===== src/rtl/lbmem_stream_if.sv =====
// Stream-side bundle for lbmem_stream.
//   master : producer side; drives wen/wdata/flush and observes the outputs
//   slave  : lbmem_stream side; samples wen/wdata/flush and drives
//            rdata/valid/count/draining/drop
// WIDTH and DEPTH must match the lbmem_stream instance bound to this bundle.
interface lbmem_stream_if #(
   parameter int WIDTH = 16,
   parameter int DEPTH = 64
);
   localparam int AW = $clog2(DEPTH);

   logic             wen;
   logic [WIDTH-1:0] wdata;
   logic             flush;
   logic [WIDTH-1:0] rdata;
   logic             valid;
   logic [AW-1:0]    count;
   logic             draining;
   logic             drop;

   modport master (
      output wen, wdata, flush,
      input  rdata, valid, count, draining, drop
   );

   modport slave (
      input  wen, wdata, flush,
      output rdata, valid, count, draining, drop
   );
endinterface


===== src/rtl/lbmem_stream.sv =====
// Line-delay buffer memory. Once LINE samples are held, every accepted
// write returns the sample written LINE writes earlier, one cycle later.
// A flush drains all held samples oldest-first; writes arriving during the
// drain are discarded and flagged on drop.
// Ports:
//   clk   : clock, rising edge
//   rst_n : asynchronous active-low reset
//   bus   : lbmem_stream_if.slave (wen, wdata, flush in;
//           rdata, valid, count, draining, drop out)
//
// state  | meaning
// -------+-----------------------------------------------------------
// FILL   | accumulating samples, cnt < LINE, no output
// STREAM | cnt == LINE, each write emits the sample LINE writes older
// DRAIN  | emitting one held sample per cycle until cnt reaches 0
module lbmem_stream #(
   parameter int WIDTH = 16,
   parameter int DEPTH = 64,
   parameter int LINE  = 8,
   localparam int AW   = $clog2(DEPTH)
) (
   input logic          clk,
   input logic          rst_n,
   lbmem_stream_if.slave bus
);

   localparam logic [1:0] FILL   = 2'd0;
   localparam logic [1:0] STREAM = 2'd1;
   localparam logic [1:0] DRAIN  = 2'd2;

   localparam logic [AW-1:0] LINE_M1 = AW'(LINE - 1);
   localparam logic [AW-1:0] ONE     = AW'(1);

   logic [WIDTH-1:0] mem [DEPTH];

   logic [1:0]       st, st_nxt;
   logic [AW-1:0]    cnt, cnt_nxt;
   logic [AW-1:0]    waddr;
   logic [AW-1:0]    raddr;
   logic             wr_en, rd_en, drop_nxt;
   logic [WIDTH-1:0] rdata_q;
   logic             valid_q, drop_q;

   // Oldest held sample sits cnt entries behind the write pointer; in
   // STREAM cnt == LINE so this is also the line-delayed tap.
   assign raddr = waddr - cnt;

   always_comb begin
      st_nxt   = st;
      cnt_nxt  = cnt;
      wr_en    = 1'b0;
      rd_en    = 1'b0;
      drop_nxt = 1'b0;
      case (st)
         FILL: begin
            if (bus.wen) begin
               wr_en   = 1'b1;
               cnt_nxt = cnt + ONE;
               // Reaching LINE wins over a simultaneous flush.
               if (cnt == LINE_M1)
                  st_nxt = STREAM;
               else if (bus.flush)
                  st_nxt = DRAIN;
            end else if (bus.flush && cnt != '0) begin
               st_nxt = DRAIN;
            end
         end
         STREAM: begin
            if (bus.wen) begin
               wr_en = 1'b1;
               rd_en = 1'b1;
            end
            if (bus.flush)
               st_nxt = DRAIN;
         end
         DRAIN: begin
            rd_en    = 1'b1;
            cnt_nxt  = cnt - ONE;
            drop_nxt = bus.wen;
            if (cnt == ONE)
               st_nxt = FILL;
         end
         default: begin
            st_nxt  = FILL;
            cnt_nxt = '0;
         end
      endcase
   end

   always_ff @(posedge clk or negedge rst_n) begin
      if (!rst_n) begin
         st      <= FILL;
         cnt     <= '0;
         waddr   <= '0;
         valid_q <= 1'b0;
         rdata_q <= '0;
         drop_q  <= 1'b0;
      end else begin
         st      <= st_nxt;
         cnt     <= cnt_nxt;
         valid_q <= rd_en;
         drop_q  <= drop_nxt;
         if (wr_en)
            waddr <= waddr + ONE;
         if (rd_en)
            rdata_q <= mem[raddr];
      end
   end

   // Storage is deliberately not reset.
   always_ff @(posedge clk) begin
      if (wr_en)
         mem[waddr] <= bus.wdata;
   end

   assign bus.rdata    = rdata_q;
   assign bus.valid    = valid_q;
   assign bus.count    = cnt;
   assign bus.draining = (st == DRAIN);
   assign bus.drop     = drop_q;

endmodule


===== src/flat_wrapper.sv =====
// flat-port wrapper written by rule: the top's interface ports become plain ports
module lbmem_stream_flat 
#(
   parameter int WIDTH = 16,
   parameter int DEPTH = 64,
   parameter int LINE  = 8,
   localparam int AW   = $clog2(DEPTH)
)
  (clk, rst_n, bus_wen, bus_wdata, bus_flush, bus_rdata, bus_valid, bus_count, bus_draining, bus_drop);
  lbmem_stream_if #(.WIDTH(WIDTH), .DEPTH(DEPTH)) bus_i ();
  input logic clk;
  input logic rst_n;
  input wire logic [$bits(bus_i.wen)-1:0] bus_wen;
  input wire logic [$bits(bus_i.wdata)-1:0] bus_wdata;
  input wire logic [$bits(bus_i.flush)-1:0] bus_flush;
  output wire logic [$bits(bus_i.rdata)-1:0] bus_rdata;
  output wire logic [$bits(bus_i.valid)-1:0] bus_valid;
  output wire logic [$bits(bus_i.count)-1:0] bus_count;
  output wire logic [$bits(bus_i.draining)-1:0] bus_draining;
  output wire logic [$bits(bus_i.drop)-1:0] bus_drop;
  assign bus_i.wen = bus_wen;
  assign bus_i.wdata = bus_wdata;
  assign bus_i.flush = bus_flush;
  assign bus_rdata = bus_i.rdata;
  assign bus_valid = bus_i.valid;
  assign bus_count = bus_i.count;
  assign bus_draining = bus_i.draining;
  assign bus_drop = bus_i.drop;
  lbmem_stream #(.WIDTH(WIDTH), .DEPTH(DEPTH), .LINE(LINE)) u_core (.clk(clk), .rst_n(rst_n), .bus(bus_i));
endmodule

===== config.mk =====
export PLATFORM = sky130hd
export DESIGN_NAME = lbmem_stream_flat
export DESIGN_NICKNAME = d
export VERILOG_FILES = /design/src/rtl/lbmem_stream_if.sv /design/src/rtl/lbmem_stream.sv /design/src/flat_wrapper.sv
export SDC_FILE = /design/constraint.sdc
export NUM_CORES = 1
export LEC_CHECK = 0
export BUFFER_PORTS_ARGS = -buffer_cell sky130_fd_sc_hd__buf_2
export CAP_MARGIN = 15
export CORE_MARGIN = 2
export CORE_UTILIZATION = 45
export CTS_BUF_LIST = sky130_fd_sc_hd__clkbuf_4 sky130_fd_sc_hd__clkbuf_8
export CTS_CLUSTER_SIZE = 25
export DETAILED_ROUTE_END_ITERATION = 10
export GPL_TIMING_DRIVEN = 0
export MAX_ROUTING_LAYER = met4
export PLACE_DENSITY = 0.61
export SLEW_MARGIN = 40
export SYNTH_ARGS = -nofsm -noshare
export SYNTH_HDL_FRONTEND = slang
export SYNTH_SLANG_ARGS = --single-unit

===== constraint.sdc =====
create_clock -name clk -period 2.6 [get_ports clk]
set_input_delay 0.52 -clock clk [delete_from_list [all_inputs] [get_ports clk]]
set_output_delay 0.52 -clock clk [all_outputs]
set_load 0.02 [all_outputs]

* After elaboration in Yosys (flattened, before gate mapping)
Memories as Yosys holds them, arrays and structs flattened. A register that Yosys moved wholly into a read port is not among the register bits.
Index checks and enable logic that the tools add are counted.
Widths: inputs -> output; s select.
** Cells by class
- Add/subtract/negate cells :: 4
- Equal/unequal tests :: 7
- Muxes and demuxes :: 14
- Bitwise operators :: 1
- Reductions and logical operators :: 7
** Operator list (number)
- $pmux 6 s3 :: 1
- $add 6x1->6 const B :: 2
- $mux 2 :: 5
- $eq 6x1->1 const B :: 1
- $eq 6x3->1 const B :: 1
- $mux 6 :: 1
- $pmux 2 s3 :: 1
- $reduce_bool 6->1 :: 1
- $sub 6x1->6 const B :: 1
- $sub 6x6->6 :: 1
- $mux 1 :: 5
- $reduce_and 2->1 :: 2
- $ne 3x2->1 const B :: 1
- $eq 2x1->1 const B :: 1
- $eq 2x2->1 const B :: 1
- $logic_not 2->1 :: 1
- $ne 2x1->1 const B :: 1
- $ne 2x2->1 const B :: 1
- $pmux 1 s2 :: 1
- $reduce_or 2->1 :: 1
- $logic_and 1x1->1 :: 1
- $logic_not 1->1 :: 1
- $not 1->1 :: 1
** Word-level totals
- Flip-flop bits (word level) :: 16
- RAM bits :: 1024
- Memories :: 1
** Memory list
- u_core.mem :: depth 64, bits a word 16, read ports 1, clocked after Yosys merged registers in 1, write ports 1, line lbmem_stream.sv:34 : logic [WIDTH-1:0] mem [DEPTH];

* Depth between registers and ports, before layout
- Word-level depth :: 5
- Depth in mapped cells :: 11

* Worst setup path before layout
OpenSTA, ideal clock, no wires.
- Path kind :: register -> register
- From :: register u_core.cnt[0], in the netlist u_core.bus.count[0]
- To :: register u_core.rdata_q[0], in the netlist u_core.bus.rdata[0] (read register of u_core.mem)
- Setup time :: 0.138 ns
- Data arrival time :: 2.825 ns
- Required time :: 2.462 ns
- Setup slack :: -0.363 ns
- Cell stages (with the launch flop) :: 11
- Clock period less this slack :: 2.963 ns
- Path through :: dfrtp_1 > ha_1 > fa_1 > buf_2 > buf_2 > buf_1 > mux4_2 > mux2i_1 > mux2i_1 > a32oi_1 > o211ai_1
** On the way
- Longest elaborated chain between the ends :: 1
** Ends and longest elaborated chain
- start, declared :: line lbmem_stream.sv:37 : logic [AW-1:0] cnt, cnt_nxt;
- start signal, assigned :: line lbmem_stream.sv:100 : cnt <= cnt_nxt;
- $sub 6x6->6 :: line lbmem_stream.sv:46 : assign raddr = waddr - cnt;
- end, declared :: line lbmem_stream.sv:41 : logic [WIDTH-1:0] rdata_q;
No other way between the ends.
A chain may end at the register's enable or synchronous reset.

* Final worst setup path
- From :: register u_core.cnt[0], in the netlist u_core.bus.count[0]
- To :: register u_core.rdata_q[13], in the netlist u_core.bus.rdata[13] (read register of u_core.mem)
Same word-level chain as after synthesis.

==> impl_results.md <==
* Final ANT Viol Nets at 0
* Clk sinks at 1056
* Final #Nets at 2201
* Starting DRT DRC Count at 2304
* CTS root buf: clkbuf_8
* Post-placement cell area at 44300 um^2
* Period Utilization, post-route at 1.20
* Post-Syn Instances at 1854
* CTS buffer count at 167
* CP bufs+invs at 3
* Number of port buffers at 44
* Vias in the first global route at 21021
* Critical Path RT at 3.28 ns
* DR vias at 20358
* Placer's final routability congestion estimate at 0.914
* Initial Util at 0.456
* R2R setup slack at -0.51 ns
* Failing checks: negative setup slack
* Fin area at 49100 um^2
* Tmin final at 3.11 ns
* Detailed Place HPWL at 62.9 mm
* EDFF count, synth at 1024
* Pre-CTS WS at -0.937 ns
* DIE WIDTH at 307 um
* Final Hold Viols at 0
* Average cell area after synthesis at 22.2 um^2
* DIE AREA at 93900 um^2
* First-pass GRT wire length at 146 mm
* CP max stage delay at 0.58 ns
* Top delay family on crit path: multiplexers
* Ys async rst share at 0.0303
* Gr ovfl total at 0
* Post-synth net total at 1888
* Routed wire length at 102 mm
* Post-synthesis sequential area ratio at 0.766
* Crit end category: flop
* Nature of the critical path startpoint: flop
* Skew-Pair Late Insertion Delay at 0.85 ns
* CTS tree: built
* Area of the multi-input gates at 10000 um^2
* Largest net degree at the start of global routing at 65
* FP Rows at 110
* GRT Resource Usage Total at 0.227
* Outcome: finished, violations left
* Clock Pin Slew Worst Setup and Hold Paths at 0.07 ns
* WP data arrival at 3.80 ns
* Worst Hold Class: in2reg
* Sequential Area at 31600 um^2
* Fillers at 6829
* RR Startpoint: u_core.bus.count[0]$_DFFE_PN0P_
* WS Path Type: reg2reg
* Crit path top cell by count: mux4_2
* Routed wire length per instance at 29.6 um
* Warnings, synthesis at 0
* Drt first pass iters at 5
* Worst hold slack at 0.0730 ns
* Dominant synthesized flop cell: edfxtp_1
* Initial antenna violation count at 4
* Slew headroom at 0.452
* Reg-to-Reg End: u_core.bus.rdata[13]$_DFFE_PN0P_
* Setup TNS at -7.09 ns
* Slowest-stage cell, CP: mux4_2
* Clock skew at 0.0484 ns
* Synth unique cells at 51
* Area of the core at 90300 um^2
* HP Start: bus_wdata[11]
* Register bit total from synthesis at 1056
* RSZ-0062 raised after global routing: yes
* Ports at 45
* Syn Std Cell Area at 41200 um^2
* Hold Path Sink: u_core.mem[24][11]$_DFFE_PP_
* Hold Path Depth at 1
* Area grow syn2layout at 19.2%
* Die Y at 307 um
* Max_cap viols at 0
* Reg2reg path depth at 9
* Final Slew Violations at 0
* Max clock buf depth at 3
* Worst Tran Pin Value at 0.821 ns
* Post-route setup slack at -0.512 ns
* Fmax at 0.321 GHz
* Final setup fails at 16
* DR DRC count at 0
* H-Tree Depth at 4
* Vias/cell at 5.87
* Crit-path cells: ha_4, fa_2, buf_6, buf_12, clkbuf_16, mux4_2, mux4_2, mux2i_4, o211ai_1
* Largest fanout on the critical path at 7
* Share of cells above drive strength 1 at 0.396
==> worst reg2reg max path, cell delays in order (launching register included) <==
cell       delay (ns)
dfrtp_2          0.42
ha_4             0.17
fa_2             0.54
buf_6            0.15
buf_12           0.15
clkbuf_16        0.17
mux4_2           0.34
mux4_2           0.58
mux2i_4          0.31
o211ai_1         0.14
==> area by class of cell <==
class	instances	share of cell area
clock buffer	223	0.0555
sequential	1056	0.643
multi-input combinational	685	0.204
buffer	100	0.0200
inverter	13	0.000994
antenna	6	0.000306
timing repair buffer	144	0.0376
clock inverter	64	0.00894
tap	1176	0.0300
==> flip-flops by register name (all words and copies together), names as in the netlist <==
name,count
u_core.bus.drop,1
u_core.bus.count,6
u_core.mem,1024
u_core.bus.valid,1
u_core.bus.rdata,16
u_core.waddr,6
u_core.st,2
==> cell usage in the layout, fill, tap and decap left out, types with 16 or more instances in the layout <==
cell / count
dfrtp_1: 28
buf_6: 31
edfxtp_1: 1024
mux2i_4: 24
buf_8: 41
clkinv_1: 36
clkbuf_8: 176
buf_12: 32
clkbuf_1: 16
nand3_1: 21
buf_4: 50
nand2_1: 94
buf_2: 35
o211ai_1: 16
mux2i_1: 27
nor2_4: 67
clkbuf_4: 59
mux4_2: 287
==> per-layer routing <==
layer,GRT usage,up-vias,wire length [um]
li1,-,8465,-
met1,0.307,10832,41800
met2,0.356,894,50500
met3,0.0423,167,7580
met4,0.0698,0,2580
met5,-,-,0
==> cell families after synthesis <==
logic type	Yosys count	synth area share
buffers and inverters	113	0.0150
DFF	1056	0.766
adders and majority gates	14	0.00444
AOI/OAI and AO/OA	88	0.0163
muxes	355	0.174
and+or+nand+nor	218	0.0218
xor gates and xnor gates	10	0.00258
==> per-stage QoR <==
stage | std cells | util
6_report | 3467 | 0.544
5_1_grt | 3465 | 0.544
4_1_cts | 3448 | 0.541
3_5_place_dp | 3117 | 0.491
3_3_place_gp | 3074 | 0.476
2_1_floorplan | 1854 | -
==> repair_timing <==
| action | 4_1_cts | 5_1_grt |
|---|---|---|
| gates resized for setup | 144 | 36 |
| endpoints found under the hold margin | 35 | 0 |
| setup buffers | 38 | 8 |
| setup endpoints to repair | 785 | 212 |
| pin swaps | 30 | 11 |
| gates cloned | 3 | 3 |
| hold buffers | 3 | 0 |
==> how the worst max path moves through the flow <==
| stage | from | end | slack, ns | cells after the start |
|---|---|---|---|---|
| final | u_core.bus.count[0]$_DFFE_PN0P_ | u_core.bus.rdata[13]$_DFFE_PN0P_ | -0.51 | 9 |
| after CTS | u_core.bus.count[0]$_DFFE_PN0P_ | u_core.bus.rdata[14]$_DFFE_PN0P_ | -0.47 | 9 |
| after global routing | u_core.waddr[0]$_DFFE_PN0P_ | u_core.bus.rdata[2]$_DFFE_PN0P_ | -0.57 | 11 |
| after global placement | u_core.bus.count[0]$_DFFE_PN0P_ | u_core.bus.rdata[11]$_DFFE_PN0P_ | -1.58 | 7 |
| after floorplan | u_core.bus.count[0]$_DFFE_PN0P_ | u_core.bus.rdata[0]$_DFFE_PN0P_ | -0.06 | 9 |
| after detailed placement | u_core.waddr[0]$_DFFE_PN0P_ | u_core.bus.rdata[10]$_DFFE_PN0P_ | -0.94 | 11 |
==> synthesized netlist by cell type (9+ instances only) <==
library cell  number  area share
o211ai_1          16      0.0029
ha_1              13      0.0040
clkbuf_1          44      0.0040
a32oi_1           15      0.0032
mux2i_1           62       0.015
buf_2             23      0.0028
edfxtp_1        1024        0.75
buf_6             15      0.0041
nand3_1           23      0.0028
dfrtp_1           32       0.019
o2111ai_1         15      0.0032
inv_1             12      0.0011
buf_4             11      0.0020
o21ai_0            9      0.0011
mux4_2           287        0.16
nand2_1          100      0.0091
nor2_1            76      0.0069
Power is left out: the tool's default activity adds up to more than one toggle a clock period on the data nets, which glitch-free logic cannot reach.
